<file path="src/rtl/serial_paralelo_rx_if.sv">
// ---------------------------------------------------------------------------
// serial_paralelo_rx_if
// Bundles the signals of one RX lane deserializer.
//   data_in     : serial bit stream, MSB first (driven by the line side)
//   data_out    : last received non-COM byte
//   valid_out   : data_out holds a byte received in the current byte period
//   byte_strobe : one-cycle pulse after each aligned byte boundary
//   active      : lane aligned and locked
// Modports:
//   master : line side plus downstream consumer (drives data_in, reads the rest)
//   slave  : the deserializer itself
// ---------------------------------------------------------------------------
interface serial_paralelo_rx_if;
    logic       data_in;
    logic [7:0] data_out;
    logic       valid_out;
    logic       byte_strobe;
    logic       active;

    modport master (
        output data_in,
        input  data_out,
        input  valid_out,
        input  byte_strobe,
        input  active
    );

    modport slave (
        input  data_in,
        output data_out,
        output valid_out,
        output byte_strobe,
        output active
    );
endinterface

</file>
<file path="src/rtl/serial_paralelo_rx.sv">
// ---------------------------------------------------------------------------
// serial_paralelo_rx
// Per-lane receive deserializer. Takes the MSB-first serial stream on
// clk_32f, finds byte alignment on the COM idle symbol, locks after
// COM_TARGET consecutive aligned COMs and then delivers data bytes with a
// valid flag. One byte period is 8 clk_32f cycles. All outputs are
// registered.
// Ports:
//   clk_32f : bit clock, rising edge
//   reset   : synchronous, active-high
//   bus     : serial_paralelo_rx_if.slave (data_in, data_out, valid_out,
//             byte_strobe, active)
// ---------------------------------------------------------------------------
module serial_paralelo_rx #(
    parameter logic [7:0] COM_SYM    = 8'hBC,
    parameter int         COM_TARGET = 4
) (
    input  logic                 clk_32f,
    input  logic                 reset,
    serial_paralelo_rx_if.slave  bus
);

    localparam int CW = $clog2(COM_TARGET + 1);

    typedef enum logic [1:0] {
        SEARCH = 2'd0,
        ALIGN  = 2'd1,
        ACTIVE = 2'd2
    } state_t;

    state_t          state_q, state_d;
    logic [2:0]      bit_cnt_q, bit_cnt_d;
    logic [CW-1:0]   com_cnt_q, com_cnt_d;
    logic [CW-1:0]   com_inc;

    // Only the 7 most recent past bits are ever consumed: the current bit
    // completes the 8-bit window combinationally.
    logic [6:0]      hist_q;
    logic [7:0]      win;
    logic            is_com;
    logic            boundary;

    logic [7:0]      data_p1, data_d;
    logic            vld_p1, vld_d;
    logic            strobe_p1, strobe_d;
    logic            active_p1, active_d;

    assign win      = {hist_q, bus.data_in};
    assign is_com   = (win == COM_SYM);
    assign boundary = (state_q != SEARCH) && (bit_cnt_q == 3'd7);
    assign com_inc  = com_cnt_q + CW'(1);

    // Next-state and output logic
    always_comb begin
        state_d   = state_q;
        bit_cnt_d = bit_cnt_q;
        com_cnt_d = com_cnt_q;
        data_d    = data_p1;
        vld_d     = vld_p1;
        strobe_d  = 1'b0;
        active_d  = active_p1;

        unique case (state_q)
            SEARCH: begin
                // Bit-granular hunt: any offset may produce the match.
                if (is_com) begin
                    state_d   = ALIGN;
                    bit_cnt_d = 3'd0;
                    com_cnt_d = CW'(1);
                end
            end

            ALIGN: begin
                bit_cnt_d = bit_cnt_q + 3'd1;
                if (boundary) begin
                    strobe_d = 1'b1;
                    if (is_com && (com_inc == CW'(COM_TARGET))) begin
                        state_d  = ACTIVE;
                        active_d = 1'b1;
                    end else if (is_com) begin
                        com_cnt_d = com_inc;
                    end else begin
                        // The failing window is not re-examined as a
                        // potential new match; hunting resumes next cycle.
                        state_d   = SEARCH;
                        com_cnt_d = '0;
                    end
                end
            end

            ACTIVE: begin
                bit_cnt_d = bit_cnt_q + 3'd1;
                if (boundary) begin
                    strobe_d = 1'b1;
                    if (is_com) begin
                        vld_d = 1'b0;
                    end else begin
                        data_d = win;
                        vld_d  = 1'b1;
                    end
                end
            end

            default: begin
                state_d = SEARCH;
            end
        endcase
    end

    // Stage p1: registered state and outputs
    always_ff @(posedge clk_32f) begin
        if (reset) begin
            state_q   <= SEARCH;
            bit_cnt_q <= 3'd0;
            com_cnt_q <= '0;
            hist_q    <= 7'd0;
            data_p1   <= 8'h00;
            vld_p1    <= 1'b0;
            strobe_p1 <= 1'b0;
            active_p1 <= 1'b0;
        end else begin
            state_q   <= state_d;
            bit_cnt_q <= bit_cnt_d;
            com_cnt_q <= com_cnt_d;
            hist_q    <= win[6:0];
            data_p1   <= data_d;
            vld_p1    <= vld_d;
            strobe_p1 <= strobe_d;
            active_p1 <= active_d;
        end
    end

    assign bus.data_out    = data_p1;
    assign bus.valid_out   = vld_p1;
    assign bus.byte_strobe = strobe_p1;
    assign bus.active      = active_p1;

endmodule

</file>
<file path="src/flat_wrapper.sv">
// flat-port wrapper written by rule: the top's interface ports become plain ports
module serial_paralelo_rx_flat 
#(
    parameter logic [7:0] COM_SYM    = 8'hBC,
    parameter int         COM_TARGET = 4
)
  (clk_32f, reset, bus_data_in, bus_data_out, bus_valid_out, bus_byte_strobe, bus_active);
  serial_paralelo_rx_if bus_i ();
  input  logic clk_32f;
  input  logic reset;
  input wire logic [$bits(bus_i.data_in)-1:0] bus_data_in;
  output wire logic [$bits(bus_i.data_out)-1:0] bus_data_out;
  output wire logic [$bits(bus_i.valid_out)-1:0] bus_valid_out;
  output wire logic [$bits(bus_i.byte_strobe)-1:0] bus_byte_strobe;
  output wire logic [$bits(bus_i.active)-1:0] bus_active;
  assign bus_i.data_in = bus_data_in;
  assign bus_data_out = bus_i.data_out;
  assign bus_valid_out = bus_i.valid_out;
  assign bus_byte_strobe = bus_i.byte_strobe;
  assign bus_active = bus_i.active;
  serial_paralelo_rx #(.COM_SYM(COM_SYM), .COM_TARGET(COM_TARGET)) u_core (.clk_32f(clk_32f), .reset(reset), .bus(bus_i));
endmodule
</file>
<file path="config.mk">
export PLATFORM = sky130hd
export DESIGN_NAME = serial_paralelo_rx_flat
export DESIGN_NICKNAME = d
export VERILOG_FILES = /design/src/rtl/serial_paralelo_rx_if.sv /design/src/rtl/serial_paralelo_rx.sv /design/src/flat_wrapper.sv
export SDC_FILE = /design/constraint.sdc
export NUM_CORES = 1
export LEC_CHECK = 0
export ABC_AREA = 1
export BUFFER_PORTS_ARGS = -buffer_cell sky130_fd_sc_hd__buf_2
export CAP_MARGIN = 15
export CORE_ASPECT_RATIO = 1.5
export CORE_MARGIN = 8
export CORE_UTILIZATION = 40
export DETAILED_ROUTE_END_ITERATION = 8
export GPL_TIMING_DRIVEN = 0
export PLACE_DENSITY = 0.71
export SETUP_SLACK_MARGIN = 0.5
export SLEW_MARGIN = 20
export SYNTH_ARGS = -nofsm -noshare
export SYNTH_HDL_FRONTEND = slang
export SYNTH_SLANG_ARGS = --single-unit
</file>
<file path="constraint.sdc">
create_clock -name clk_32f -period 2.4 [get_ports clk_32f]
set_clock_uncertainty 0.05 [all_clocks]
set_input_delay 0.36 -clock clk_32f [delete_from_list [all_inputs] [get_ports clk_32f]]
set_output_delay 0.36 -clock clk_32f [all_outputs]
set_load 0.01 [all_outputs]
</file>
* Yosys cells after proc, flatten, opt, wreduce, memory -nomap -nowiden
Cells that the tools add are included.
W data, S select, Z words.
** Operators by class
- $add $sub $neg :: 2
- Reduce and logical (&&, ||, !) cells :: 14
- Bitwise logic cells :: 3
- Equality and inequality tests :: 9
- Multiplexer cells :: 14
** Operators by type and width (count)
- $mux W3 :: 5
- $pmux W3 S2 :: 2
- $eq A8 B8 Y1 const B :: 1
- $mux W2 :: 4
- $reduce_and A4 Y1 :: 2
- $add A3 B1 Y3 const B :: 2
- $eq A3 B3 Y1 const B :: 2
- $pmux W2 S3 :: 1
- $reduce_and A3 Y1 :: 2
- $reduce_bool A2 Y1 :: 3
- $ne A2 B1 Y1 const B :: 2
- $reduce_and A2 Y1 :: 2
- $reduce_or A2 Y1 :: 2
- $ne A3 B3 Y1 const B :: 1
- $not A1 Y1 :: 3
- $eq A2 B1 Y1 const B :: 1
- $eq A2 B2 Y1 const B :: 1
- $logic_and A1 B1 Y1 :: 2
- $logic_not A2 Y1 :: 1
- $mux W1 :: 2
- $ne A2 B2 Y1 const B :: 1
** Storage, ports and cells
- Register bits :: 26
- Output and inout bits :: 11

* Longest topological paths before layout
- Depth in word-level cells :: 6
- Depth in mapped cells :: 12

* Worst setup path before layout
Ideal clock, no wire load.
- Kind :: reg2reg
- Start point :: register u_core.state_q[0]
- End point :: register u_core.com_cnt_q[1]
- Slack :: 0.885 ns
- Stages on the path, launching flop included :: 11
- Period minus slack after synthesis :: 1.515 ns
- Required time :: 2.218 ns
- Arrival :: 1.333 ns
- Setup time :: 0.132 ns
- Path through :: dfxtp_1 inv_1 ha_1 inv_2 nand2_2 nand2_1 o21ai_2 a21oi_1 nand2_1 nand2_1 a21oi_1
** Between the ends
- Cells in the longest elaborated chain, start to end :: 4
** Ends and longest elaborated chain
- start: declaration :: RTL line serial_paralelo_rx.sv:31 : state_t state_q, state_d;
- start signal: assignment :: RTL line serial_paralelo_rx.sv:122 : state_q <= state_d;
- $reduce_bool A2 Y1 :: RTL line serial_paralelo_rx.sv:50 : assign boundary = (state_q != SEARCH) && (bit_cnt_q == 3'd7);
- $logic_and A1 B1 Y1 :: RTL line serial_paralelo_rx.sv:50
- $ne A2 B1 Y1 (no line)
- $reduce_and A4 Y1 (no line)
- end signal: assignment :: RTL line serial_paralelo_rx.sv:124 : com_cnt_q <= com_cnt_d;
- end: declaration :: RTL line serial_paralelo_rx.sv:33 : logic [CW-1:0] com_cnt_q, com_cnt_d;
Several ways; a longest one is shown, not always the timed one.
A chain may end at the register's enable or synchronous reset.

* Worst setup path after layout
- Start point :: register u_core.state_q[1]
- End point :: register u_core.data_p1[0] (netlist: u_core.bus.data_out[0])
** Between the ends
- Cells in the longest elaborated chain, start to end :: 3
** Ends and longest elaborated chain
- $reduce_bool A2 Y1 :: RTL line serial_paralelo_rx.sv:50
- $logic_and A1 B1 Y1 :: RTL line serial_paralelo_rx.sv:50
- $reduce_and A3 Y1 (no line) *
- end signal: assignment :: RTL line serial_paralelo_rx.sv:126 : data_p1 <= data_d;
- end: declaration :: RTL line serial_paralelo_rx.sv:43 : logic [7:0] data_p1, data_d;
Every way passes the cells marked *; elsewhere a longest branch is shown, timed or not.

==> impl_metrics.py <==
metrics = {
    "synthesis": {
        "yosysWarnings": 0,
        "synthCells": 149,
        "yosysMostFrequentCell": "nand2_1",
        "synth_top_area_share_pct": 46.6,
        "synth.largest_area_cell": "dfxtp_1",
        "synth_fp_nets": 160,
        "synth_ff_type": "dfxtp_1",
        "synth_edf_count": 0,
        "synth_common_cells": "nand2_1, nor2_1, dfxtp_1",
        "yosysSeqAreaShare_pct": 46.6,
        "syn_avg_cell_area_um2": 7.50,
        "ys_async_sr_fraction_pct": 0,
        "yosys_register_bits": 26,
        "syn_area_um2": 1120,
        "synth_area_leaders": "dfxtp_1, nand2_1, nor2_1",
        "ys_types": 18,
    },
    "clocking": {
        "worstSkewPairLatency_ns": 0.27,
        "cts_made_buffers": 3,
        "cts_tree": "built",
        "cts.clk_slew.worst_paths_ns": 0.09,
        "cts_buffer_depth": 2,
        "clock_sinks": 26,
        "h-tree-depth": 1,
        "cts_root_buf": "clkbuf_8",
        "postCtsSetupBuffers": 0,
    },
    "setup_path": {
        "worstPathMaxFanout": 10,
        "r2r-end": "u_core.bus.data_out[0]",
        "criticalPathCategory": "flip-flop to flip-flop",
        "critPathRequiredTime_ns": 2.56,
        "r2r_start": "u_core.state_q[1]",
        "endpoint_kind": "flip-flop",
        "r2r_setup_slack_ns": 0.75,
        "crit_path_start_kind": "flip-flop",
        "crit_arrival_ns": 1.80,
        "reg2reg_depth": 10,
    },
    "layout": {
        "n_antenna_cell": 0,
        "final_cell_area_um2": 1300,
        "nFillCells": 255,
        "drive_above_1_share_pct": 15.7,
        "fin_nets": 178,
        "syn_to_final_growth_pct": 16.7,
    },
    "worst_hold_path": {
        "min-delay-start": "reset",
        "whs_path_depth": 2,
        "hold_path_class": "input port to flip-flop",
        "hold_end": "u_core.bus.valid_out",
    },
    "drt": {
        "antenna_left": 0,
        "m1WireLength_um": 968,
        "dr.max_layer_used": "met4",
        "drtIter0Drc": 17,
        "vias_per_cell": 4.74,
        "wire_per_inst_um": 11.2,
        "dr_wl_met2_um": 1210,
        "vias": 963,
        "wirelength_um": 2280,
        "dr.pass1.iters": 4,
        "drc": 0,
        "met3_length_um": 45,
    },
    "timing": {
        "rsz0062_at_grt": "false",
        "tightest_slew_ns": 0.458,
        "fin_crit_ns": 1.65,
        "max_freq_ghz": 0.607,
        "finalSetupTns_ns": 0,
        "maxSlewHeadroom_pct": 69.4,
        "finalCritPeriodShare_pct": 68.6,
        "holdWs_ns": 0.281,
        "drv_slew": 0,
        "finalSetupViolCount": 0,
        "hold_viol": 0,
    },
    "die": {
        "fp.dieW_um": 59.2,
        "std_cell_rows": 23,
        "dieArea_um2": 4780,
        "core_um2": 2680,
        "ioPinCount": 14,
        "start_util_pct": 41.7,
        "fp.dieH_um": 80.7,
    },
    "power": {
        "power_leakage_nw": 0.572,
        "intPower_uw": 666,
        "combPwrFrac_pct": 3.1,
        "swShare_pct": 19.4,
        "clkPwrFrac_pct": 44.0,
        "switching_power_uw": 160,
        "powerDensity_nw_per_um2": 634,
        "max-vdd-ir-drop_v": 0.000390,
        "power_frac_seq_pct": 52.9,
    },
    "placement": {
        "dp_hpwl_um": 1740,
        "routabilityCongestion": 0.777,
        "port_buffers": 13,
        "dpl_cell_area_um2": 1230,
    },
    "status": {
        "outcome": "finished clean",
    },
    "global_route": {
        "grt_max_degree": 16,
        "gr-total-overflow": 0,
        "grt_usage_pct": 10.7,
        "grt_pass1_vias": 917,
        "antenna_found_initial": 0,
        "grt_first_pass_wirelength_um": 3980,
    },
    "run": {
        "cap_viol_max_count": 0,
    },
}
-- cell usage in the layout, fill, tap and decap left out, types with 2 or more instances in the layout --
cell type / Yosys / layout
nand2_1: 30 / 30
nor2_1: 28 / 28
dfxtp_1: 26 / 25
inv_1: 16 / 16
a21oi_1: 13 / 13
buf_2: 0 / 13
o21ai_0: 11 / 11
ha_1: 8 / 7
inv_2: 3 / 3
clkbuf_8: 0 / 3
clkbuf_1: 2 / 2
o21ai_1: 2 / 2
nand3_1: 2 / 2
nand4_1: 2 / 2
-- cell type report --
| type | instances | area [um^2] | area share [%] |
|---|---|---|---|
| Sequential cell | 26 | 522 | 40.0 |
| Multi-Input combinational cell | 101 | 509 | 39.1 |
| Inverter | 19 | 71.3 | 5.47 |
| Timing Repair Buffer | 13 | 65.1 | 4.99 |
| Tap cell | 37 | 46.3 | 3.55 |
| Clock buffer | 3 | 41.3 | 3.17 |
| Clock inverter | 1 | 30.0 | 2.30 |
| Buffer | 3 | 18.8 | 1.44 |
-- worst max-delay path, cell delays in order (launching register included) --
cell	delay [ns]
dfxtp_1	0.39
inv_1	0.08
ha_2	0.23
inv_2	0.07
nand2_2	0.09
nor2_1	0.10
nand2_1	0.12
inv_2	0.13
buf_6	0.15
o21ai_1	0.06
a21oi_1	0.13
-- power groups by stage --
stage	registers [mW]	logic, mW	clock network [mW]
2_1_floorplan	0.447	0.0177	0
3_3_place_gp	0.447	0.0251	0
3_5_place_dp	0.447	0.0258	0
4_1_cts	0.437	0.0259	0.371
5_1_grt	0.438	0.0298	0.390
6_report	0.437	0.0258	0.363
-- how the worst max path moves through the flow --
stage | end | from | depth (start not counted) | slack (ns)
6_report | u_core.bus.data_out[0] | u_core.state_q[1] | 10 | 0.75
3_5_place_dp | u_core.com_cnt_q[1] | u_core.state_q[0] | 10 | 0.67
4_1_cts | u_core.bus.data_out[0] | u_core.state_q[0] | 10 | 0.62
3_3_place_gp | u_core.com_cnt_q[1] | u_core.state_q[0] | 10 | 0.71
5_1_grt | u_core.state_q[0] | u_core.state_q[1] | 12 | 0.57
2_1_floorplan | u_core.com_cnt_q[1] | u_core.state_q[0] | 10 | 0.88
-- routing by layer --
layer  vias up  GRT usage (%)
met1       441           11.3
met5         -              0
li1        505              -
met4         0           5.77
met2        12           19.5
met3         5           2.05
-- per-stage QoR --
step / worst slack, ns / util [%] / std cells / total power [mW]
after floorplan: 0.885 / - / 149 / 0.464
after global placement: 0.712 / 45.9 / 199 / 0.472
after detailed placement: 0.673 / 45.9 / 199 / 0.473
after CTS: 0.625 / 48.6 / 203 / 0.834
after global routing: 0.574 / 48.7 / 203 / 0.858
final: 0.754 / 48.7 / 203 / 0.826
-- state kept, by name, indices dropped and copies added, names as in the netlist --
signal                  cells
u_core.hist_q               7
u_core.bus.valid_out        1
u_core.state_q              2
u_core.bit_cnt_q            3
u_core.com_cnt_q            3
u_core.bus.data_out         8
u_core.bus.active           1
u_core.bus.byte_strobe      1
-- logic make-up (layout without fill, tap and decap cells) --
kind of cell | Yosys count | in the layout | share of synthesized area [%]
AO/OA/AOI/OAI | 29 | 29 | 13.9
adder cells (fa/ha/maj) | 8 | 8 | 8.96
buffers and inverters | 22 | 39 | 8.06
AND/OR/NAND/NOR | 64 | 64 | 22.5
flip-flops | 26 | 26 | 46.6
-- timing repair --
action	4_1_cts	5_1_grt
resized for setup	0	2
endpoints found under the setup margin	0	7
hold buffers	0	0
Power figures use the tool's default switching activity.
